--- config.mk ---
export PLATFORM = sky130hd
export DESIGN_NAME = mem_access_unit
export DESIGN_NICKNAME = d
export VERILOG_FILES = /design/src/rtl/mem_access_unit.sv
export SDC_FILE = /design/constraint.sdc
export NUM_CORES = 1
export LEC_CHECK = 0
export CAP_MARGIN = 40
export CORE_MARGIN = 2
export CORE_UTILIZATION = 30
export CTS_BUF_LIST = sky130_fd_sc_hd__clkbuf_8
export CTS_CLUSTER_DIAMETER = 80
export CTS_CLUSTER_SIZE = 30
export DETAILED_ROUTE_END_ITERATION = 8
export SYNTH_ARGS = -nofsm -noshare
export SYNTH_HDL_FRONTEND = slang
export SYNTH_SLANG_ARGS = --single-unit
--- constraint.sdc ---
create_clock -name clk -period 5.3 [get_ports clk]
set_input_delay 1.06 -clock clk [delete_from_list [all_inputs] [get_ports clk]]
set_output_delay 1.06 -clock clk [all_outputs]
set_load 0.02 [all_outputs]
--- src/rtl/mem_access_unit.sv ---
// mem_access_unit: multi-cycle access engine for an external 32-bit
// asynchronous SRAM. Accepts LW/LB/SW/SB requests from the controller,
// sequences ce_n/oe_n/we_n with WAIT_CYCLES strobe cycles, returns load
// data (LB sign-extended) and pulses done at the end of the access.
// All outputs are registered; their next values are derived from the
// next FSM state so that strobes change cleanly on clock edges.
module mem_access_unit #(
  parameter int WAIT_CYCLES = 2,
  parameter int ADDR_WIDTH  = 20
) (
  input  logic                  clk,
  input  logic                  rst_n,
  input  logic [3:0]            mem_mode,
  input  logic [31:0]           addr,
  input  logic [31:0]           wdata,
  output logic [31:0]           rdata,
  output logic                  busy,
  output logic                  done,
  output logic [ADDR_WIDTH-1:0] ram_addr,
  output logic [31:0]           ram_wdata,
  output logic                  ram_data_oe,
  input  logic [31:0]           ram_rdata,
  output logic                  ram_ce_n,
  output logic                  ram_oe_n,
  output logic                  ram_we_n,
  output logic [3:0]            ram_be_n
);

  // Access-mode encoding shared with the controller
  localparam logic [3:0] IO_NOP = 4'd0;
  localparam logic [3:0] IO_LW  = 4'd1;
  localparam logic [3:0] IO_LB  = 4'd2;
  localparam logic [3:0] IO_SW  = 4'd3;
  localparam logic [3:0] IO_SB  = 4'd4;

  typedef enum logic [2:0] {
    S_IDLE   = 3'd0,
    S_SETUP  = 3'd1,
    S_ACCESS = 3'd2,
    S_HOLD   = 3'd3,
    S_DONE   = 3'd4
  } state_t;

  state_t                r_state, w_state_nxt;
  logic [3:0]            r_cnt, w_cnt_nxt;
  logic [3:0]            r_mode, w_mode_nxt;
  logic [1:0]            r_lane, w_lane_nxt;
  logic [31:0]           r_rdata, w_rdata_nxt;
  logic                  r_busy, w_busy_nxt;
  logic                  r_done, w_done_nxt;
  logic [ADDR_WIDTH-1:0] r_ram_addr, w_ram_addr_nxt;
  logic [31:0]           r_ram_wdata, w_ram_wdata_nxt;
  logic                  r_data_oe, w_data_oe_nxt;
  logic                  r_ce_n, w_ce_n_nxt;
  logic                  r_oe_n, w_oe_n_nxt;
  logic                  r_we_n, w_we_n_nxt;
  logic [3:0]            r_be_n, w_be_n_nxt;
  logic                  w_accept;
  logic [3:0]            w_mode_eff;
  logic [1:0]            w_lane_eff;
  logic                  w_unused_addr_hi;

  // Address bits above the SRAM range simply wrap
  assign w_unused_addr_hi = ^addr[31:ADDR_WIDTH+2];

  function automatic logic f_is_store(input logic [3:0] mode);
    return (mode == IO_SW) || (mode == IO_SB);
  endfunction

  function automatic logic f_is_valid(input logic [3:0] mode);
    return (mode == IO_LW) || (mode == IO_LB) || (mode == IO_SW) || (mode == IO_SB);
  endfunction

  function automatic logic [3:0] f_byte_en_n(input logic [3:0] mode, input logic [1:0] lane);
    case (mode)
      IO_SB:               return ~(4'b0001 << lane);
      IO_LW, IO_LB, IO_SW: return 4'h0;
      default:             return 4'hF;
    endcase
  endfunction

  function automatic logic [31:0] f_store_data(input logic [3:0] mode, input logic [31:0] wd);
    if (mode == IO_SB) return {4{wd[7:0]}};
    else               return wd;
  endfunction

  function automatic logic [31:0] f_load_data(input logic [3:0] mode, input logic [1:0] lane,
                                              input logic [31:0] word);
    if (mode == IO_LB) begin
      case (lane)
        2'd0:    return {{24{word[7]}},  word[7:0]};
        2'd1:    return {{24{word[15]}}, word[15:8]};
        2'd2:    return {{24{word[23]}}, word[23:16]};
        2'd3:    return {{24{word[31]}}, word[31:24]};
        default: return 32'h0;
      endcase
    end else begin
      return word;
    end
  endfunction

  // Next-state, counter and next registered-output values
  always_comb begin
    w_state_nxt     = r_state;
    w_cnt_nxt       = r_cnt;
    w_mode_nxt      = r_mode;
    w_lane_nxt      = r_lane;
    w_rdata_nxt     = r_rdata;
    w_ram_addr_nxt  = r_ram_addr;
    w_ram_wdata_nxt = r_ram_wdata;
    w_accept        = 1'b0;
    w_ce_n_nxt      = 1'b1;
    w_oe_n_nxt      = 1'b1;
    w_we_n_nxt      = 1'b1;
    w_be_n_nxt      = 4'hF;
    w_data_oe_nxt   = 1'b0;

    case (r_state)
      S_IDLE: begin
        if (f_is_valid(mem_mode)) begin
          w_accept    = 1'b1;
          w_mode_nxt  = mem_mode;
          w_lane_nxt  = addr[1:0];
          w_state_nxt = S_SETUP;
        end else begin
          w_state_nxt = S_IDLE;
        end
      end
      S_SETUP: begin
        w_cnt_nxt   = 4'(WAIT_CYCLES - 1);
        w_state_nxt = S_ACCESS;
      end
      S_ACCESS: begin
        if (r_cnt == 4'd0) begin
          if (f_is_store(r_mode)) begin
            w_state_nxt = S_HOLD;
          end else begin
            w_state_nxt = S_DONE;
            w_rdata_nxt = f_load_data(r_mode, r_lane, ram_rdata);
          end
        end else begin
          w_cnt_nxt = r_cnt - 4'd1;
        end
      end
      S_HOLD:  w_state_nxt = S_DONE;
      S_DONE:  w_state_nxt = S_IDLE;
      default: w_state_nxt = S_IDLE;
    endcase

    // On the accept edge the latched copies are not yet valid
    w_mode_eff = w_accept ? mem_mode  : r_mode;
    w_lane_eff = w_accept ? addr[1:0] : r_lane;

    case (w_state_nxt)
      S_SETUP: begin
        w_ce_n_nxt     = 1'b0;
        w_be_n_nxt     = f_byte_en_n(w_mode_eff, w_lane_eff);
        w_ram_addr_nxt = addr[ADDR_WIDTH+1:2];
        if (f_is_store(w_mode_eff)) begin
          w_data_oe_nxt   = 1'b1;
          w_ram_wdata_nxt = f_store_data(w_mode_eff, wdata);
        end else begin
          w_data_oe_nxt   = 1'b0;
        end
      end
      S_ACCESS: begin
        w_ce_n_nxt    = 1'b0;
        w_be_n_nxt    = f_byte_en_n(w_mode_eff, w_lane_eff);
        w_data_oe_nxt = f_is_store(w_mode_eff);
        w_we_n_nxt    = ~f_is_store(w_mode_eff);
        w_oe_n_nxt    = f_is_store(w_mode_eff);
      end
      S_HOLD: begin
        w_ce_n_nxt    = 1'b0;
        w_be_n_nxt    = f_byte_en_n(w_mode_eff, w_lane_eff);
        w_data_oe_nxt = 1'b1;
      end
      default: begin
        w_ce_n_nxt = 1'b1;
      end
    endcase

    w_busy_nxt = (w_state_nxt != S_IDLE);
    w_done_nxt = (w_state_nxt == S_DONE);
  end

  // State, latched request and registered outputs; reset forces strobes idle
  always_ff @(posedge clk or negedge rst_n) begin
    if (!rst_n) begin
      r_state     <= S_IDLE;
      r_cnt       <= 4'd0;
      r_mode      <= IO_NOP;
      r_lane      <= 2'd0;
      r_rdata     <= 32'h0;
      r_busy      <= 1'b0;
      r_done      <= 1'b0;
      r_ram_addr  <= '0;
      r_ram_wdata <= 32'h0;
      r_data_oe   <= 1'b0;
      r_ce_n      <= 1'b1;
      r_oe_n      <= 1'b1;
      r_we_n      <= 1'b1;
      r_be_n      <= 4'hF;
    end else begin
      r_state     <= w_state_nxt;
      r_cnt       <= w_cnt_nxt;
      r_mode      <= w_mode_nxt;
      r_lane      <= w_lane_nxt;
      r_rdata     <= w_rdata_nxt;
      r_busy      <= w_busy_nxt;
      r_done      <= w_done_nxt;
      r_ram_addr  <= w_ram_addr_nxt;
      r_ram_wdata <= w_ram_wdata_nxt;
      r_data_oe   <= w_data_oe_nxt;
      r_ce_n      <= w_ce_n_nxt;
      r_oe_n      <= w_oe_n_nxt;
      r_we_n      <= w_we_n_nxt;
      r_be_n      <= w_be_n_nxt;
    end
  end

  assign rdata       = r_rdata;
  assign busy        = r_busy;
  assign done        = r_done;
  assign ram_addr    = r_ram_addr;
  assign ram_wdata   = r_ram_wdata;
  assign ram_data_oe = r_data_oe;
  assign ram_ce_n    = r_ce_n;
  assign ram_oe_n    = r_oe_n;
  assign ram_we_n    = r_we_n;
  assign ram_be_n    = r_be_n;

endmodule

# Yosys cells after proc, flatten, opt, wreduce, memory -nomap -nowiden
# Cells that the tools add are included.
word_totals:
  regBits: 107
  in_bits: 102
  output_inout_bits: 94
  word_cells: 77
classes:
  add_sub_neg: 1
  eq_ne: 22
  n_shift: 1
  muxes: 20
  bitwise: 3
  n_reduce_logical: 16
ops:
  columns: ["operator", "count"]
  rows:
  - ["32-bit case mux with 4 select lines", 1]
  - ["32-bit 2-to-1 mux", 2]
  - ["4-bit by 2-bit equality test with 1-bit output, second input constant", 6]
  - ["4-bit case mux with 2 select lines", 2]
  - ["3-bit by 2-bit equality test with 1-bit output, second input constant", 4]
  - ["4-bit by 3-bit equality test with 1-bit output, second input constant", 3]
  - ["4-bit 2-to-1 mux", 3]
  - ["3-bit case mux with 4 select lines", 1]
  - ["4-bit by 1-bit equality test with 1-bit output, second input constant", 2]
  - ["1-bit 2-to-1 mux", 7]
  - ["3-bit by 1-bit equality test with 1-bit output, second input constant", 2]
  - ["3-bit 2-to-1 mux", 2]
  - ["2-bit AND reduction", 3]
  - ["3-bit OR reduction", 2]
  - ["1-bit logical OR", 5]
  - ["2-bit equality test, second input constant", 2]
  - ["4-bit zero test", 1]
  - ["4-bit inverter", 1]
  - ["1-bit by 2-bit << shifter with 4-bit output, first input constant", 1]
  - ["4-bit by 1-bit subtractor with 4-bit output, second input constant", 1]
  - ["3-bit equality test, second input constant", 1]
  - ["3-bit zero test", 1]
  - ["1-bit case mux with 3 select lines", 1]
  - ["3-bit AND reduction", 1]
  - ["other kinds (7)", 8]

# Longest topological paths before layout
logic_depth:
  word_depth: 11
  mapped_depth: 8
  mapped_depth_nobuf: 6

# Worst setup path before layout
# OpenSTA, ideal clock, no wires.
synth_timing:
  kind: "input port to flip-flop"
  from: "input mem_mode[0]"
  to: "register r_ram_addr[10] (netlist: ram_addr[10])"
  setup_time_ns: 0.128
  t_arrival_ns: 2.172
  required_time_ns: 5.172
  path_slack_ns: 3.000
  cell_stages: 4
  n_path_buf: 1
  path_cell_list: "o21ba_1 > o21ai_2 > buf_2 > mux2_1"
synth_via:
  elab_chain_cells: 7
  elab_cells_between_ends: 10
  cone_classes: "5 x eq/ne; 2 x mux; 3 x reduce/logical"
synth_lines:
  columns: ["item", "line", "rtl"]
  rows:
  - ["from (decl)", "13", "input logic [3:0] mem_mode,"]
  - ["4-bit by 1-bit equality test with 1-bit output / 4-bit by 2-bit equality test with 1-bit output (equally long branches)", "71", "return (mode == IO_LW) || (mode == IO_LB) || (mode == IO_SW) || (mode == IO_SB);"]
  - ["1-bit logical OR (2 in a row)", "71", null]
  - ["1-bit logical OR (*)", "71", null]
  - ["1-bit 2-to-1 mux (*)", "120", "if (f_is_valid(mem_mode)) begin"]
  - ["3-bit case mux with 4 select lines (*)", "118", "case (r_state)"]
  - ["3-bit by 1-bit equality test with 1-bit output (*)", "154", "case (w_state_nxt)"]
  - ["to (signal assigned)", "212", "r_ram_addr <= w_ram_addr_nxt;"]
  - ["to (decl)", "51", "logic [ADDR_WIDTH-1:0] r_ram_addr, w_ram_addr_nxt;"]
# Mark *: on every way between the ends. The rest lies on a longest branch, timed or not.
# A chain may end at the register's enable or synchronous reset.

# Worst setup path after layout
layout_timing:
  from: "input mem_mode[2]"
  to: "register r_be_n[1] (netlist: ram_be_n[1])"
layout_via:
  elab_chain_cells: 11
  elab_cells_between_ends: 26
  cone_classes: "11 x eq/ne; 1 x shift; 8 x mux; 1 x bitwise; 5 x reduce/logical"
layout_lines:
  columns: ["item", "line", "rtl"]
  rows:
  - ["4-bit by 1-bit equality test with 1-bit output / 4-bit by 2-bit equality test with 1-bit output (equally long branches)", "71", null]
  - ["1-bit logical OR (3 in a row)", "71", null]
  - ["1-bit 2-to-1 mux", "120", null]
  - ["1-bit 2-to-1 mux", "118", null]
  - ["4-bit 2-to-1 mux / 2-bit 2-to-1 mux (equally long branches)", "151, 152", null]
  - ["4-bit by 2-bit equality test with 1-bit output (tied with other cells)", "75", "case (mode)"]
  - ["3-bit OR reduction / 4-bit inverter (equally long branches)", "75, 76", null]
  - ["4-bit case mux with 2 select lines", "75", null]
  - ["4-bit 2-to-1 mux (*)", null, null]
  - ["named net w_be_n_nxt[1]", "57", "logic [3:0] r_be_n, w_be_n_nxt;"]
  - ["to (signal assigned)", "218", "r_be_n <= w_be_n_nxt;"]
  - ["to (decl)", "57", null]
# Mark *: on every way through the listed nets, which the timed path passes. The rest lies on a longest branch.

==> impl_metrics.json <==
{
  "status": "complete, no violations",
  "fp.dieH_um": 131,
  "synth.yosys.seq_area_share_pct": 55.9,
  "worstMarginPinSlew_ps": 830,
  "setup_tns_ps": 0,
  "p_clk_share_pct": 10.9,
  "slew_violations": 0,
  "switchingPower_uw": 1620,
  "cpPeakStageDelay_ps": 770,
  "path_clk_slew_ps": 90,
  "drive_gt1_share_pct": 9.24,
  "numCtsBuffers": 9,
  "cap_violations": 0,
  "syn_area_per_cell_um2": 11.5,
  "synth-seq-cells": 107,
  "nets": 694,
  "clk_latency_ps": 370,
  "crit_path_start_kind": "primary input",
  "crit_type": "in2reg",
  "n_fill_cell": 1489,
  "area_growth_pct": 46.4,
  "holdCritPathClass": "reg2reg",
  "drc_errors": 0,
  "dp.cells": 796,
  "ios": 196,
  "gp_congestion": 0.787,
  "ys_warn_count": 0,
  "required_ps": 5560,
  "crit_arrival_ps": 3350,
  "drt_pre_antenna_iters": 4,
  "grtUsageTotal_pct": 15.7,
  "layout_min_cycle_time_ps": 3090,
  "syn_area_um2": 4800,
  "synth_ff_type": "dfrtp_1",
  "wl_per_cell_um": 16.5,
  "internal_power_uw": 2480,
  "cp_slowest_cell": "nor3b_2",
  "seqPwrFrac_pct": 36.8,
  "synth_edf_count": 0,
  "port_buffers": 185,
  "ir_drop_mv": 0.297,
  "swShare_pct": 39.5,
  "fin_crit_sh_pct": 58.3,
  "grt_max_degree": 67,
  "cts_resized": 0,
  "relSlewSlack_pct": 44.4,
  "postSynthCellCount": 417,
  "path_max_fanout": 12,
  "htreeDepth": 3,
  "max_freq_ghz": 0.323,
  "skew_ps": 13.5,
  "wl_um": 13300,
  "grt_pass1_vias": 3932,
  "cts_max_path_buffers": 2,
  "initial_utilization_pct": 30.5,
  "core_area_um2": 15800,
  "viasPerCell": 4.89,
  "fin_cells": 811,
  "die_area_um2": 17000,
  "grt_overflow_total": 0,
  "end_kind": "flip-flop",
  "grt_pass1_wl_um": 20800,
  "cts.sinks": 107,
  "drtAntennaViolNets": 0,
  "hold_viol": 0,
  "rsz0062_at_grt": "no",
  "grt_antenna_before_repair": 0,
  "dp_hpwl_um": 9610,
  "cts_setup_buffers": 0,
  "vias": 3964,
  "cp_cell_sequence": "clkdlybuf4s50_1 > nor3b_2 > and2_1 > a211oi_1 > o311ai_1",
  "pwr-share-comb_pct": 52.3,
  "ys_types": 55,
  "finalSetupViolCount": 0,
  "drtIter0Drc": 328,
  "diodes": 0,
  "ys_async_sr_fraction_pct": 100,
  "power_density_nw_per_um2": 585,
  "row_count": 46,
  "cts-root-buf": "clkbuf_8",
  "leakage_uw": 0.00293,
  "die_x_um": 131,
  "syn-num-nets": 520,
  "cts_tree": "yes",
  "postCtsHoldBufs": 0,
  "p_total_uw": 4110
}
## cells by family after synthesis
kind of cell | after synthesis | synth area share, %
flops | 107 | 55.9
xor+xnor | 4 | 0.730
compound gates | 105 | 16.1
simple gates | 122 | 13.2
buf+inv | 35 | 3.62
fa+ha+maj | 1 | 0.261
mux | 43 | 10.1
## cells in the mapped netlist (all sizes together), types with 2 or more instances
cell      n  share of area [%]
nor3      4               0.65
xnor2     2               0.36
clkbuf   13                1.0
nor4      2               0.57
nor2     35                2.9
o21a      3               0.47
dfrtp   100                 52
dfstp     7                3.8
nand2    46                3.6
mux2     35                8.2
a21oi    10                1.0
and3     11                1.4
a221o    24                5.0
a211oi    2               0.31
a31oi    26                3.4
or4b      2               0.42
nor3b     4               0.63
o41ai     3               0.86
mux2i     7                1.5
o311ai    2               0.36
o31ai     2               0.31
o21ai    23                2.5
nor2b     3               0.39
nand2b    2               0.26
xor2      2               0.36
buf      17                2.2
inv       5               0.39
a22o      7                1.3
and2      2               0.26
## metrics by stage
stage / hold slack, ps / utilization, % / setup slack (ps) / cell area [um^2]
floorplan: 541 / - / 3000 / 4800
global placement: 475 / 43.2 / 1780 / 6810
detailed placement: 480 / 43.5 / 1750 / 6870
CTS: 502 / 44.6 / 2160 / 7030
global route: 526 / 44.6 / 2040 / 7030
finish: 497 / 44.6 / 2210 / 7030
## routing by layer
layer / track usage [%] / routed length, um
met1: 21.3 / 6020
met5: 0 / 0
met3: 3.71 / 742
met2: 24.8 / 6420
met4: 5.44 / 159
## cell type report
| type | instances | area, um^2 | share of cell area (%) |
|---|---|---|---|
| inverters | 5 | 18.8 | 0.267 |
| flip-flops and latches | 107 | 2690 | 38.2 |
| clock inverters | 5 | 23.8 | 0.338 |
| clock buffers | 10 | 138 | 1.96 |
| multi-input cells | 275 | 1950 | 27.8 |
| repair buffers | 193 | 1940 | 27.6 |
| well taps | 216 | 270 | 3.85 |
## power by group through the flow
stage / combinational (uW) / clock, uW / sequential [uW]
after floorplan: 758 / 0 / 1900
after global placement: 2130 / 0 / 1510
after detailed placement: 2170 / 0 / 1520
after CTS: 2170 / 465 / 1520
after global routing: 2310 / 496 / 1570
final: 2150 / 448 / 1510
## placed cells by master, fill, tap and decap left out, types with 2 or more instances in the layout
master,instances
clkdlybuf4s50_1,184
dfrtp_1,100
nand2_1,46
nor2_1,34
a31oi_1,26
a221o_1,24
mux2_1,21
mux2_2,14
o21ai_1,12
and3_1,11
a21oi_1,10
clkbuf_8,10
o21ai_0,9
inv_1,8
a22o_1,7
mux2i_1,7
dfstp_2,7
buf_4,6
nor3b_1,3
nor3_1,3
nor2b_1,3
o21a_1,3
xor2_1,2
o41ai_2,2
o21ai_2,2
xnor2_1,2
and2_1,2
a211oi_1,2
or4b_1,2
o31ai_1,2
o311ai_1,2
nand2b_1,2
## flip-flops by register name (all words and copies together), names as in the netlist
signal / count
r_state: 3
ram_addr: 20
r_mode: 4
rdata: 32
busy: 1
ram_oe_n: 1
ram_ce_n: 1
done: 1
ram_wdata: 32
ram_we_n: 1
ram_data_oe: 1
r_lane: 2
ram_be_n: 4
r_cnt: 4
## worst paths after layout
kind / cells after the start / slack, ps / startpoint / end
max reg2reg: 5 / 3020 / r_state[2] / ram_be_n[3]
min: 1 / 500 / ram_wdata[4] / ram_wdata[4]
max in group asynchronous: 3 / 3760 / rst_n / ram_wdata[4]
min in group asynchronous: 2 / 670 / rst_n / ram_addr[16]
min reg2reg: 1 / 500 / ram_wdata[4] / ram_wdata[4]
max: 5 / 2210 / mem_mode[2] / ram_be_n[1]
## worst max-delay path, delay by kind of cell
family / cells / cell delay (ps)
AO/OA/AOI/OAI: 2 / 470
buffers and inverters: 1 / 760
AND/OR/NAND/NOR: 2 / 1070
(Power assumes the default switching activity.)
